==> config.mk <==
export PLATFORM = sky130hd
export DESIGN_NAME = sram_arb2
export DESIGN_NICKNAME = d
export VERILOG_FILES = /design/src/rtl/sram_arb_pkg.sv /design/src/rtl/rr_arb2.sv /design/src/rtl/sram_arb2.sv
export SDC_FILE = /design/constraint.sdc
export NUM_CORES = 1
export LEC_CHECK = 0
export ABC_AREA = 1
export CAP_MARGIN = 20
export CORE_UTILIZATION = 44
export DETAILED_ROUTE_END_ITERATION = 10
export PLACE_DENSITY = 0.93
export SYNTH_ARGS = -nofsm -noshare
export SYNTH_HDL_FRONTEND = slang
export SYNTH_SLANG_ARGS = --single-unit
==> constraint.sdc <==
create_clock -name clk -period 2.85 [get_ports clk]
set_input_delay 0.57 -clock clk [delete_from_list [all_inputs] [get_ports clk]]
set_output_delay 0.57 -clock clk [all_outputs]
set_load 0.01 [all_outputs]
==> src/rtl/sram_arb_pkg.sv <==
// Shared types and default parameters for the two-master SRAM arbiter.
package sram_arb_pkg;

  localparam int ADDR_W_DEF = 8;
  localparam int DATA_W_DEF = 8;

  // Lowest write-protected address for master 1 (optional protection feature).
  localparam logic [ADDR_W_DEF-1:0] PROT_BASE_DEF = 8'hF0;

  // Transaction sequencer states: one SRAM transaction every four cycles.
  typedef enum logic [1:0] {
    IDLE   = 2'd0,
    ACCESS = 2'd1,
    RESP   = 2'd2,
    ACK    = 2'd3
  } state_t;

endpackage

==> src/rtl/rr_arb2.sv <==
// Two-way round-robin grant logic. Purely combinational; the pointer
// register lives in the parent. last_gnt = index of the previous winner.
module rr_arb2 (
  input  logic [1:0] req,
  input  logic       last_gnt,
  output logic [1:0] gnt
);

  // One-hot grant: a lone requester wins, contention goes to the master
  // that did not win last time.
  always_comb begin
    // NOTE: gnt gets a default before any branch so no path leaves it
    // unassigned; otherwise synthesis would infer a latch.
    gnt = req;
    if (req == 2'b11) begin
      gnt = last_gnt ? 2'b01 : 2'b10;
    end
  end

endmodule

==> src/rtl/sram_arb2.sv <==
// Two-master round-robin arbiter and sequencer for a single-port SRAM with
// a registered read address. Each transaction walks IDLE -> ACCESS -> RESP
// -> ACK, so a request first seen in IDLE at cycle t is acked at cycle t+3.
// The SRAM port is driven only during ACCESS and is zero otherwise.
//
// Optional feature, macro SRAM_ARB_WPROT_EN: adds output m1_err; master 1
// writes at or above PROT_BASE run the full sequence but never raise SWRITE,
// and m1_err is reported alongside m1_ack.
module sram_arb2
  import sram_arb_pkg::*;
#(
  parameter int ADDR_W = ADDR_W_DEF,
  parameter int DATA_W = DATA_W_DEF
`ifdef SRAM_ARB_WPROT_EN
  ,
  parameter logic [ADDR_W-1:0] PROT_BASE = PROT_BASE_DEF
`endif
) (
  input  logic              clk,
  input  logic              rst,

  input  logic              m0_req,
  input  logic              m0_we,
  input  logic [ADDR_W-1:0] m0_addr,
  input  logic [DATA_W-1:0] m0_wdata,
  output logic              m0_ack,
  output logic [DATA_W-1:0] m0_rdata,

  input  logic              m1_req,
  input  logic              m1_we,
  input  logic [ADDR_W-1:0] m1_addr,
  input  logic [DATA_W-1:0] m1_wdata,
  output logic              m1_ack,
  output logic [DATA_W-1:0] m1_rdata,
`ifdef SRAM_ARB_WPROT_EN
  output logic              m1_err,
`endif

  output logic [ADDR_W-1:0] saddr,
  output logic [DATA_W-1:0] sdatain,
  output logic              SWRITE,
  input  logic [DATA_W-1:0] srdataout
);

  state_t state;
  logic   last_gnt;   // 1 = master 1 won the previous grant
  logic   cur_m;      // winner of the transaction in flight
  logic   cur_we;     // transaction in flight is a write
  logic   cur_err;    // transaction in flight is a blocked protected write
  logic [1:0] gnt;

  rr_arb2 u_arb (
    .req      ({m1_req, m0_req}),
    .last_gnt (last_gnt),
    .gnt      (gnt)
  );

  // Winner's request fields, selected by the one-hot grant.
  logic              win_we;
  logic [ADDR_W-1:0] win_addr;
  logic [DATA_W-1:0] win_wdata;
  logic              prot_hit;

  assign win_we    = gnt[1] ? m1_we    : m0_we;
  assign win_addr  = gnt[1] ? m1_addr  : m0_addr;
  assign win_wdata = gnt[1] ? m1_wdata : m0_wdata;

`ifdef SRAM_ARB_WPROT_EN
  assign prot_hit = gnt[1] & m1_we & (m1_addr >= PROT_BASE);
`else
  assign prot_hit = 1'b0;
`endif

  // Sequencer: grant and latch in IDLE, drive the SRAM in ACCESS, capture
  // read data and raise the winner's ack in RESP, hold ack for one cycle.
  always_ff @(posedge clk) begin
    if (rst) begin
      // NOTE: every register, including the SRAM port and read data, is
      // assigned with <= so all of them see pre-edge values of each other.
      state    <= IDLE;
      last_gnt <= 1'b1;
      cur_m    <= 1'b0;
      cur_we   <= 1'b0;
      cur_err  <= 1'b0;
      m0_ack   <= 1'b0;
      m1_ack   <= 1'b0;
      m0_rdata <= '0;
      m1_rdata <= '0;
      saddr    <= '0;
      sdatain  <= '0;
      SWRITE   <= 1'b0;
`ifdef SRAM_ARB_WPROT_EN
      m1_err   <= 1'b0;
`endif
    end else begin
      // Acks (and the error flag) are single-cycle pulses.
      m0_ack <= 1'b0;
      m1_ack <= 1'b0;
`ifdef SRAM_ARB_WPROT_EN
      m1_err <= 1'b0;
`endif
      case (state)
        IDLE: begin
          if (|gnt) begin
            last_gnt <= gnt[1];
            cur_m    <= gnt[1];
            cur_we   <= win_we;
            cur_err  <= prot_hit;
            saddr    <= win_addr;
            sdatain  <= win_wdata;
            SWRITE   <= win_we & ~prot_hit;
            state    <= ACCESS;
          end
        end
        ACCESS: begin
          // The SRAM samples the port at this edge; release it afterwards.
          saddr   <= '0;
          sdatain <= '0;
          SWRITE  <= 1'b0;
          state   <= RESP;
        end
        RESP: begin
          if (!cur_we) begin
            if (cur_m) m1_rdata <= srdataout;
            else       m0_rdata <= srdataout;
          end
          if (cur_m) m1_ack <= 1'b1;
          else       m0_ack <= 1'b1;
`ifdef SRAM_ARB_WPROT_EN
          m1_err <= cur_m & cur_err;
`endif
          state <= ACK;
        end
        ACK: begin
          state <= IDLE;
        end
        default: begin
          state <= IDLE;
        end
      endcase
    end
  end

endmodule

---- After elaboration in Yosys (flattened, before gate mapping) ----
Cells that the tools add are included.
operators by class
  eq/ne operators ......................... 5
  bitwise gates (word level) .............. 3
  reduce and logical (&&, ||, !) cells .... 8
  multiplexer cells ....................... 15
operators by type and width
  operator            count
  $mux 8              4
  $pmux 8 s2          2
  $pmux 2 s4          1
  $eq 2x2->1 const B  3
  $mux 2              3
  $reduce_and 3->1    2
  $mux 1              4
  $reduce_and 2->1    2
  $reduce_or 2->1     2
  $not 1->1           3
  $eq 2x1->1 const B  1
  $logic_not 2->1     1
  $ne 2x2->1 const B  1
  $pmux 1 s2          1
  $reduce_bool 2->1   1
storage, ports and cells
  register bits ........................... 40
  output and inout port bits .............. 35

---- Logic depth before layout (Yosys ltp) ----
  word-level depth ........................ 5
  gate-level depth with buffers ........... 7

---- By module ----
A second synthesis with hierarchy kept.
unflattened totals
  cells, all modules ...................... 278
  area total of the unflattened synthesis .. 2,003.2 sq um
modules (own cells, without submodules)
  module     cells each  area each (sq um)  times used
  sram_arb2  273         1,981.9            1
  rr_arb2    5           21.3               1

---- Worst setup path after synthesis ----
No wires, ideal clock.
  path kind ............................... input to register
  start point ............................. in m0_req
  end point ............................... reg saddr[1]
  setup slack ............................. 1.543 ns
  required time ........................... 2.718 ns
  data arrival time ....................... 1.174 ns
  stages .................................. 7
  path through ............................ nand2_1 -> nand2_4 -> inv_2 -> buf_4 -> nand2_1 -> nand3_1 -> a21oi_1
on the way
  longest elaborated chain between the ends .. 5
  elaborated cells between the ends (all ways) .. 8
  classes of those cells .................. eq/ne (2); mux (4); reduce/logical (2)
ends and longest elaborated chain
  item                                            line                               source
  from (decl)                                     sram_arb2.sv:22                    input logic m0_req,
  $eq 2x2->1                                      rr_arb2.sv:15                      if (req == 2'b11) begin
  $mux 2 (*)                                      rr_arb2.sv:15
  $mux 8 or $reduce_or 2->1 (tied branches)       sram_arb2.sv:65, sram_arb2.sv:104
  $mux 8 or $ne 2x2->1 (tied branches)            -
  $pmux 8 s2 or $reduce_and 2->1 (tied branches)  -
  to (signal assigned)                            sram_arb2.sv:109                   saddr <= win_addr;
  to (decl)                                       sram_arb2.sv:39                    output logic [ADDR_W-1:0] saddr,
Every way passes the cells marked *; elsewhere a longest branch is shown, timed or not. The select of a mux whose other input is x is not followed.
A chain may end at the register's enable or synchronous reset.

---- Worst setup path in the final report ----
  start point ............................. in m0_req
  end point ............................... reg saddr[5]
Same word-level chain as after synthesis.

==> flow_summary.toml <==
[placement]
place_congestion = 0.782
port_buffers = 80
hpwl_um = 3300

[timing]
final.min_clock_period_ns = 1.76
tightest_slew_ns = 0.649
tns_ns = 0
setup_viol = 0
post-route-period-util_pct = 61.9
maxSlewViolCount = 0
slew_headroom_pct = 56.7
clock.fmax_mhz = 567
timing_hold_violations_final = 0
fin_skew_ns = 0.00386
whs_ns = 0.465
rsz0062_at_grt = "false"

[pwr]
p_per_area_nw_per_um2 = 756
leakagePower_nw = 1.23
ir_drop_mv = 0.528

[job]
max_cap_violations = 0

[worst_setup_path]
cp_data_required_time_ns = 3.07
cp-end-kind = "flip-flop"
arrival_ns = 1.98
startpoint_type = "input port"
critPathKind = "in2reg"
worst-path-max-fanout = 18

[cts]
cts_setup_buffers = 0
cts.reportedPaths.clkPinSlew_ns = 0.07
insertion_delay_ns = 0.29
cts.path.max_buffers = 2
cts.sinks = 40
cts_resized = 0
htreeDepth = 2
root_buffer = "clkbuf_8"
tritoncts = "built"
cts_hold_buf = 0
cts_buffers = 5

[floorplanning]
rows = 22
die_h_um = 65.4
core_area_um2 = 3770
die_width_um = 65.4
die_area_um2 = 4280
initial_core_util_pct = 46.9
pin_count = 81

[routing]
postRouteAntennaNets = 0
drc_errors = 0
first_pass_iters = 4
dr_total_vias = 1835
totalWireLength_um = 4570
drtIter0Drc = 72
viasPerCell = 4.80
wl_per_cell_um = 12.0

[global_routing]
grt-ovfl-total = 0
grt_max_degree = 23
track_usage_pct = 23.1
antenna_found_initial = 0
grt_pass1_wl_um = 7670
grt_pass1_vias = 1850

[logic_synthesis]
synth_top_area_cell = "dfxtp_1"
synth.yosys.warnings = 0
synth-simple-area-share_pct = 28.4
synth_xor_area_share_pct = 0
synthMuxAreaShare_pct = 0
ys_types = 20
ys_seq_area_share_pct = 45.2
synth_area_um2 = 1770
ys_ff_latch = 40
synth_cells = 252
synthTopCellsByArea = "dfxtp_1, nand2_1, inv_1"
avgSynthCellArea_um2 = 7.03
synth_top_family_by_area = "simple AND/OR/NAND/NOR gates"
synthAdderAreaFrac_pct = 2.83
synth_top_area_share_pct = 45.2
synth_compound_gate_area_share_pct = 12.0
synth_nets = 302

[worst_hold_path]
hold_path.class = "reg2reg"

[outcome]
status = "complete, no violations"

[cells_and_area]
n_antenna_cell = 0
fin_util_pct = 72.1
drive_gt1_share_pct = 5.09
finalNetCount = 383
syn2layout_area_growth_pct = 53.6
## power breakdown
part	switching (mW)	total (mW)	internal (mW)
sequential	0.0761	0.768	0.692
clock	0.189	0.498	0.309
combinational	0.420	0.790	0.370
## metal layers
| metal | share of wire, % | track usage (%) |
|---|---|---|
| met5 | 0 | 0 |
| met4 | 0.88 | 4.89 |
| met3 | 7.4 | 7.99 |
| met2 | 49 | 43.0 |
| met1 | 43 | 24.9 |
## layout make-up
type                    instances  area, µm²
well taps                      48       60.1
inverters                      42        158
multi-input cells             163        766
repair buffers                 81        808
fillers                       297       1050
clock buffers                   7       96.3
flip-flops and latches         40        801
clock inverters                 1       30.0
## critical path, cell delays in order
cell	delay, ns
clkdlybuf4s50_1	0.52
nand2_1	0.13
nand2_4	0.21
inv_2	0.19
nand2_1	0.10
nand3_1	0.08
a21oi_1	0.17
## metrics by stage
stage	cells	power, mW	area, µm²	setup WS (ns)
after floorplan	252	1.23	1770	1.54
after global placement	374	1.54	2590	0.813
after detailed placement	374	1.57	2590	0.786
after CTS	382	2.07	2720	1.07
after global routing	382	2.18	2720	0.958
final	382	2.06	2720	1.09
## cells in the final DEF (no fill, tap or decap)
| cell | n |
|---|---|
| nor3_1 | 1 |
| nor2_1 | 34 |
| o21ai_0 | 18 |
| nor2_4 | 1 |
| nor2_2 | 1 |
| nand2_4 | 1 |
| o21ai_2 | 2 |
| clkdlybuf4s50_1 | 80 |
| inv_2 | 1 |
| nor3_4 | 1 |
| nand2_1 | 60 |
| dfxtp_1 | 40 |
| bufinv_16 | 1 |
| nand3_1 | 18 |
| ha_1 | 4 |
| clkbuf_8 | 7 |
| inv_1 | 41 |
| nand3_2 | 1 |
| buf_4 | 1 |
| a21oi_1 | 21 |
## Yosys cell counts
cell,instances
o21ai_2,2
ha_1,4
nand3_1,18
nor2_4,1
nor2_1,34
nand2_1,60
inv_2,1
dfxtp_1,40
nor3_4,1
buf_2,1
buf_6,2
a21oi_1,21
clkbuf_1,3
nor3_1,1
nand2_4,1
nand3_2,1
buf_4,1
inv_1,41
nor2_2,1
o21ai_0,18
## final timing paths
path	from	to	slack, ns	cells after the start
worst min-delay path	sdatain[2]	sdatain[2]	0.46	2
worst max register to register	state[0]	sdatain[5]	1.22	5
worst min register to register	sdatain[2]	sdatain[2]	0.46	2
worst max-delay path	m0_req	saddr[5]	1.09	7
## sequential cells by signal, summed over array words and instances (netlist names)
signal    count
SWRITE        1
cur_m         1
cur_we        1
last_gnt      1
m0_ack        1
m0_rdata      8
m1_ack        1
m1_rdata      8
saddr         8
sdatain       8
state         2
## cell families (layout without fill, tap and decap cells)
group	count (synthesis)	in the layout
and+or+nand+nor	118	118
AOI/OAI and AO/OA	41	41
adders and majority gates	4	4
buffers and inverters	49	131
DFF	40	40
Note: power is estimated with default switching activity, not from simulation.
